$ cat src/rtl/filter_envelope_detector_pkg.sv
// -----------------------------------------------------------------------------
// filter_pkg
// Shared definitions for the filter datapath and its downstream envelope
// detector: sample width, default detect thresholds and the envelope FSM
// state encoding. The filter, the detector and their benches import this.
// -----------------------------------------------------------------------------
package filter_pkg;

  // Default sample / envelope width (unsigned).
  localparam int DEF_DATA_W = 8;

  // Default hysteresis levels for the detect flag. LO must not exceed HI.
  localparam int DEF_THRESH_HI = 'hC0;
  localparam int DEF_THRESH_LO = 'h40;

  // Envelope FSM. The encoding is visible on state_o, so it is fixed.
  typedef enum logic [1:0] {
    ST_IDLE  = 2'b00,
    ST_HOLD  = 2'b01,
    ST_DECAY = 2'b10
  } env_state_t;

endpackage : filter_pkg

$ cat src/rtl/filter_envelope_detector_if.sv
// -----------------------------------------------------------------------------
// filter_envelope_detector_if
// Sample-in / status-out bundle of the envelope detector.
//   y_i         filtered sample, unsigned
//   valid_i     qualifies y_i; detector state only moves on valid samples
//   clear_i     synchronous clear of the event counter
//   env_o       registered envelope
//   det_o       registered hysteretic detect flag
//   event_cnt_o saturating count of det_o rising edges
//   state_o     envelope FSM state (00 IDLE, 01 HOLD, 10 DECAY)
// master: the sample source / status reader. slave: the detector.
// -----------------------------------------------------------------------------
interface filter_envelope_detector_if #(
  parameter int DATA_W = 8,
  parameter int CNT_W  = 8
) ();

  logic [DATA_W-1:0] y_i;
  logic              valid_i;
  logic              clear_i;
  logic [DATA_W-1:0] env_o;
  logic              det_o;
  logic [CNT_W-1:0]  event_cnt_o;
  logic [1:0]        state_o;

  modport master (
    output y_i, valid_i, clear_i,
    input  env_o, det_o, event_cnt_o, state_o
  );

  modport slave (
    input  y_i, valid_i, clear_i,
    output env_o, det_o, event_cnt_o, state_o
  );

endinterface : filter_envelope_detector_if

$ cat src/rtl/filter_envelope_detector_sat_counter.sv
// -----------------------------------------------------------------------------
// sat_counter
// Up-counter that sticks at its all-ones value instead of wrapping.
//   clk  clock, rising edge
//   rst  synchronous, active-high reset to 0
//   inc  count up by one this cycle
//   clr  synchronous clear to 0, wins over inc
//   cnt  current count
// -----------------------------------------------------------------------------
module sat_counter #(
  parameter int CNT_W = 8
) (
  input  logic             clk,
  input  logic             rst,
  input  logic             inc,
  input  logic             clr,
  output logic [CNT_W-1:0] cnt
);

  always_ff @(posedge clk) begin
    if (rst || clr) begin
      cnt <= '0;
    end else if (inc && (cnt != '1)) begin
      cnt <= cnt + 1'b1;
    end
  end

endmodule : sat_counter

$ cat src/rtl/filter_envelope_detector.sv
// -----------------------------------------------------------------------------
// filter_envelope_detector
// Peak-hold / decay envelope follower on the filtered sample stream, with a
// hysteretic "signal present" flag and a saturating count of detect events.
//   clk    clock, rising edge
//   rst_n  synchronous reset, ACTIVE-HIGH despite the name (1 = reset)
//   bus    filter_envelope_detector_if.slave (samples in, status out)
// A sample above the envelope captures it and (re)starts the hold window;
// after HOLD_CYC further valid samples the envelope decays by
// max(1, env >> DECAY_SHIFT) per valid sample until it reaches zero.
// All outputs are registered and reflect the sample taken on the prior edge.
// -----------------------------------------------------------------------------
module filter_envelope_detector
  import filter_pkg::*;
#(
  parameter int                DATA_W      = DEF_DATA_W,
  parameter int                HOLD_CYC    = 16,
  parameter int                DECAY_SHIFT = 3,
  parameter logic [DATA_W-1:0] THRESH_HI   = DATA_W'(DEF_THRESH_HI),
  parameter logic [DATA_W-1:0] THRESH_LO   = DATA_W'(DEF_THRESH_LO),
  parameter int                CNT_W       = 8
) (
  input  logic                          clk,
  input  logic                          rst_n,
  filter_envelope_detector_if.slave     bus
);

  // hold_cnt only ever holds HOLD_CYC-1 down to 0.
  localparam int                HOLD_W    = (HOLD_CYC > 1) ? $clog2(HOLD_CYC) : 1;
  localparam logic [HOLD_W-1:0] HOLD_LOAD = HOLD_W'(HOLD_CYC - 1);

  env_state_t        state_q, state_d;
  logic [DATA_W-1:0] env_q, env_d;
  logic [HOLD_W-1:0] hold_q, hold_d;
  logic              det_q, det_d;
  logic [DATA_W-1:0] dec;
  logic              det_rise;

  // Next-state logic for FSM, envelope and detect flag.
  always_comb begin
    // NOTE: every output of this block gets a default first so that no path
    // leaves a signal unassigned, which would infer a latch.
    state_d = state_q;
    env_d   = env_q;
    hold_d  = hold_q;
    det_d   = det_q;

    // Proportional decay with a floor of 1 so small envelopes still reach 0.
    dec = env_q >> DECAY_SHIFT;
    if (dec == '0) begin
      dec = DATA_W'(1);
    end

    if (bus.valid_i) begin
      if (bus.y_i > env_q) begin
        // New peak from any state: capture and restart the hold window.
        env_d   = bus.y_i;
        hold_d  = HOLD_LOAD;
        state_d = ST_HOLD;
      end else begin
        unique case (state_q)
          ST_IDLE: ;
          ST_HOLD: begin
            if (hold_q == '0) begin
              state_d = ST_DECAY;
            end else begin
              hold_d = hold_q - 1'b1;
            end
          end
          ST_DECAY: begin
            // dec <= env_q whenever env_q is non-zero, so this cannot wrap.
            env_d = env_q - dec;
            if (env_d == '0) begin
              state_d = ST_IDLE;
            end
          end
          default: state_d = ST_IDLE;
        endcase
      end

      // Hysteresis on the envelope being registered this edge; between the
      // two levels the previous flag is kept.
      if (env_d >= THRESH_HI) begin
        det_d = 1'b1;
      end else if (env_d < THRESH_LO) begin
        det_d = 1'b0;
      end
    end
  end

  // det_d equals det_q when valid_i is low, so no separate gating is needed.
  assign det_rise = det_d & ~det_q;

  always_ff @(posedge clk) begin
    // NOTE: reset is sampled on the clock edge here (synchronous) and is
    // active-high, so it appears as an ordinary if-branch, not in the
    // sensitivity list.
    if (rst_n) begin
      state_q <= ST_IDLE;
      env_q   <= '0;
      hold_q  <= '0;
      det_q   <= 1'b0;
    end else begin
      // NOTE: sequential state uses non-blocking assignments so every
      // register samples the pre-edge values of the others.
      state_q <= state_d;
      env_q   <= env_d;
      hold_q  <= hold_d;
      det_q   <= det_d;
    end
  end

  sat_counter #(
    .CNT_W (CNT_W)
  ) u_event_cnt (
    .clk (clk),
    .rst (rst_n),
    .inc (det_rise),
    .clr (bus.clear_i),
    .cnt (bus.event_cnt_o)
  );

  assign bus.env_o   = env_q;
  assign bus.det_o   = det_q;
  assign bus.state_o = state_q;

endmodule : filter_envelope_detector

$ cat src/flat_wrapper.sv
// flat-port wrapper written by rule: the top's interface ports become plain ports
module filter_envelope_detector_flat import filter_pkg::*;
#(
  parameter int                DATA_W      = DEF_DATA_W,
  parameter int                HOLD_CYC    = 16,
  parameter int                DECAY_SHIFT = 3,
  parameter logic [DATA_W-1:0] THRESH_HI   = DATA_W'(DEF_THRESH_HI),
  parameter logic [DATA_W-1:0] THRESH_LO   = DATA_W'(DEF_THRESH_LO),
  parameter int                CNT_W       = 8
)
  (clk, rst_n, bus_y_i, bus_valid_i, bus_clear_i, bus_env_o, bus_det_o, bus_event_cnt_o, bus_state_o);
  filter_envelope_detector_if #(.DATA_W(DATA_W), .CNT_W(CNT_W)) bus_i ();
  input  logic clk;
  input  logic rst_n;
  input wire logic [$bits(bus_i.y_i)-1:0] bus_y_i;
  input wire logic [$bits(bus_i.valid_i)-1:0] bus_valid_i;
  input wire logic [$bits(bus_i.clear_i)-1:0] bus_clear_i;
  output wire logic [$bits(bus_i.env_o)-1:0] bus_env_o;
  output wire logic [$bits(bus_i.det_o)-1:0] bus_det_o;
  output wire logic [$bits(bus_i.event_cnt_o)-1:0] bus_event_cnt_o;
  output wire logic [$bits(bus_i.state_o)-1:0] bus_state_o;
  assign bus_i.y_i = bus_y_i;
  assign bus_i.valid_i = bus_valid_i;
  assign bus_i.clear_i = bus_clear_i;
  assign bus_env_o = bus_i.env_o;
  assign bus_det_o = bus_i.det_o;
  assign bus_event_cnt_o = bus_i.event_cnt_o;
  assign bus_state_o = bus_i.state_o;
  filter_envelope_detector #(.DATA_W(DATA_W), .HOLD_CYC(HOLD_CYC), .DECAY_SHIFT(DECAY_SHIFT), .THRESH_HI(THRESH_HI), .THRESH_LO(THRESH_LO), .CNT_W(CNT_W)) u_core (.clk(clk), .rst_n(rst_n), .bus(bus_i));
endmodule
$ cat config.mk
export PLATFORM = sky130hd
export DESIGN_NAME = filter_envelope_detector_flat
export DESIGN_NICKNAME = d
export VERILOG_FILES = /design/src/rtl/filter_envelope_detector_pkg.sv /design/src/rtl/filter_envelope_detector_if.sv /design/src/rtl/filter_envelope_detector_sat_counter.sv /design/src/rtl/filter_envelope_detector.sv /design/src/flat_wrapper.sv
export SDC_FILE = /design/constraint.sdc
export NUM_CORES = 1
export LEC_CHECK = 0
export CAP_MARGIN = 10
export CORE_ASPECT_RATIO = 1.1
export CORE_MARGIN = 2
export CORE_UTILIZATION = 56
export DETAILED_ROUTE_END_ITERATION = 10
export PLACE_DENSITY_LB_ADDON = 0.1
export SLEW_MARGIN = 20
export SYNTH_ARGS = -nofsm -noshare
export SYNTH_HDL_FRONTEND = slang
export SYNTH_SLANG_ARGS = --single-unit
$ cat constraint.sdc
create_clock -name clk -period 8.2 [get_ports clk]
set_input_delay 1.23 -clock clk [delete_from_list [all_inputs] [get_ports clk]]
set_output_delay 1.23 -clock clk [all_outputs]
set_load 0.01 [all_outputs]
==> results.toml <==
[run]
drv_cap = 0

[routing]
drtIter0Drc = 70
wl_per_cell_um = 15.9
route.detailed.drc = 0
routed_wl_um = 4380
dr_total_vias = 1709
routed_via_density = 6.21
first_pass_iters = 4
ant_nets = 0

[finish]
diodes = 0
drive_gt1_share_pct = 4.15
syn2layout_area_growth_pct = 18.7
fin_cells = 275
nFillCells = 279
final_nets = 271

[clock_network]
root_buffer = "clkbuf_4"
cts_buffers = 3
cts_resized = 0
clk_pin_slew_worst_paths_ns = 0.13
cts_htree_levels = 1
post-cts-setup-buffer-count = 0
clockBufferDepth = 2
clkSinkCount = 23
ctsHoldBuffers = 0
cts_tree = "yes"
clock_latency_ns = 0.31

[timing]
slew_headroom_pct = 50.2
fin_crit_sh_pct = 45.4
min_period_ns = 3.72
clock_skew_ns = 0.00507
drv_slew = 0
fin_tns_setup_ns = 0
final_hold_viol_count = 0
hold-worst-slack_ns = 0.545
max_freq_mhz = 269
worst_slew_pin_slew_ns = 0.736
rsz0062_at_grt = "false"
setup_viol = 0
layout_setup_ws_ns = 4.48

[floorplanning]
initial_core_util_pct = 57.2
die_h_um = 62.0
ios = 31
die_x_um = 56.8
row_count = 21
core_um2 = 3000
dieArea_um2 = 3520

[logic_synthesis]
syn_area_um2 = 1710
postSynthAreaPerCell_um2 = 7.94
yosysWarnings = 0
ys_ff_latch = 23
ys.flop_type = "dfxtp_1"
synth_edf_count = 0
postSynth.asyncResetShare_pct = 0
seq_area_frac_synth_pct = 26.9
syn_nets = 245
synthDistinctLibCells = 47
synthCells = 216

[worst_setup_path]
cp_max_fo = 15
cpPeakStageDelay_ns = 0.55
path_class = "in2reg"
crit_slowest_cell = "or4_1"
end_kind = "register"
ff2ff_path_depth = 11
critPathLaunchType = "input port"
arrival_ns = 3.98
cp.depth = 9
required_ns = 8.46
path_buf_inv = 1
path_cells = "clkdlybuf4s50_1 > ha_1 > a211oi_1 > o211ai_1 > o21ai_1 > or2_1 > a211o_1 > or4_1 > a21oi_1"
crit_family = "compound AO/OA/AOI/OAI gates"
reg2reg_slack_ns = 4.59

[power]
p_total_mw = 0.432
p_leak_nw = 0.770
pwr_density_cell_nw_per_um2 = 212
ir_drop_mv = 0.140

[global_routing]
track_usage_pct = 26.2
grt_max_degree = 22
antenna_found_initial = 0
grt_pass1_wl_um = 7270
grt_pass1_vias = 1675
grt-ovfl-total = 0

[hold_path]
min_path_cells = 2
min_path_type = "reg2reg"

[outcome]
outcome = "completed"

[placed_design]
place_ws_ns = 4.18
dp_hpwl_um = 3430
portBuffers = 30
place_congestion = 0.958
place_inst = 271
worst reg2reg max path, delay by kind of cell, from the launching register on:
kind	cells	cell delay (ns)
and+or+nand+nor	2	0.81
xor gates and xnor gates	1	0.18
DFF	1	0.43
AOI/OAI and AO/OA	5	1.44
buffers and inverters	1	0.05
adders and majority gates	2	0.65
layout by cell type, fill, tap and decap left out, types with 2 or more instances in the layout:
cell,synthesis,layout
o311ai_0,2,2
nand4_1,5,5
o21ai_1,2,2
o211ai_1,6,6
a31o_2,2,2
o31ai_1,2,2
a211oi_1,8,8
nor2_1,14,14
dfxtp_1,23,23
or4_1,4,4
clkbuf_4,0,3
a21oi_1,12,12
o2111ai_1,2,2
mux2i_1,4,4
a21o_1,2,2
ha_1,16,16
or3_1,4,4
nand3_1,6,6
o41ai_1,3,3
inv_1,19,19
nor3b_1,2,2
nand2_1,17,17
o21ai_0,11,11
xnor2_1,6,6
o22ai_1,3,3
and3_1,3,3
nand2b_1,3,3
nor2b_1,4,4
clkdlybuf4s50_1,0,30
nor3_1,7,7
metal layers:
metal	up-vias	track usage (%)	part of all wire, %
met5	-	0	0
met4	0	11.0	1.3
met3	8	4.35	5.4
met2	51	46.2	48
met1	805	32.5	45
li1	845	-	-
power by group:
group          total, mW  switching (mW)  internal, mW
clock             0.0538          0.0356        0.0182
sequential         0.146          0.0207         0.126
combinational      0.232           0.132        0.0997
total              0.432           0.188         0.244
through the flow:
stage               utilization [%]  cell area, µm²
floorplan                         -            1710
global route                   67.9            2030
CTS                            67.9            2030
detailed placement             67.0            2010
global placement               67.0            2010
finish                         67.9            2030
final cells by class:
class | instances | area [µm²] | share of cell area, %
Tap cell | 34 | 42.5 | 2.09
Clock buffer | 3 | 22.5 | 1.11
Inverter | 19 | 71.3 | 3.51
Sequential cell | 23 | 460 | 22.6
Multi-Input combinational cell | 165 | 1130 | 55.7
Timing Repair Buffer | 30 | 300 | 14.8
Clock inverter | 1 | 5.00 | 0.246
cells in the mapped netlist, drive strengths merged (2+ instances only):
library cell	count	share of area (%)
nor3b	2	0.88
o22ai	3	1.1
a21o	2	0.88
o2111ai	2	1.0
nand2b	3	1.1
nor3	7	2.0
buf	4	1.8
or2	2	0.73
o41ai	3	1.5
and3	3	1.1
a211oi	8	3.5
or4	4	1.8
clkbuf	5	1.1
nand2	17	3.7
o211ai	6	2.6
a31o	2	1.0
a21oi	12	3.5
nor2	14	3.1
inv	19	4.2
mux2i	4	2.3
nand3	6	1.8
ha	16	12
nor2b	5	2.0
or3	4	1.5
dfxtp	23	27
xnor2	6	3.1
o21ai	13	3.8
o31ai	2	0.88
nand4	5	1.8
o311ai	2	1.0
cell families after synthesis:
kind of cell	synth area share, %
adders and majority gates	12.8
AOI/OAI and AO/OA	23.1
DFF	26.9
xor gates and xnor gates	3.58
muxes	2.34
buffers and inverters	7.08
and+or+nand+nor	24.2
path summary, 6_finish.rpt:
path | to | from
max | u_core.u_event_cnt.cnt[2]$_SDFFE_PP0P_ | bus_y_i[5]
min reg2reg | u_core.u_event_cnt.cnt[1]$_SDFFE_PP0P_ | u_core.u_event_cnt.cnt[1]$_SDFFE_PP0P_
max reg2reg | u_core.u_event_cnt.cnt[2]$_SDFFE_PP0P_ | register
min | u_core.u_event_cnt.cnt[1]$_SDFFE_PP0P_ | u_core.u_event_cnt.cnt[1]$_SDFFE_PP0P_
Note: power is estimated with default switching activity, not from simulation.
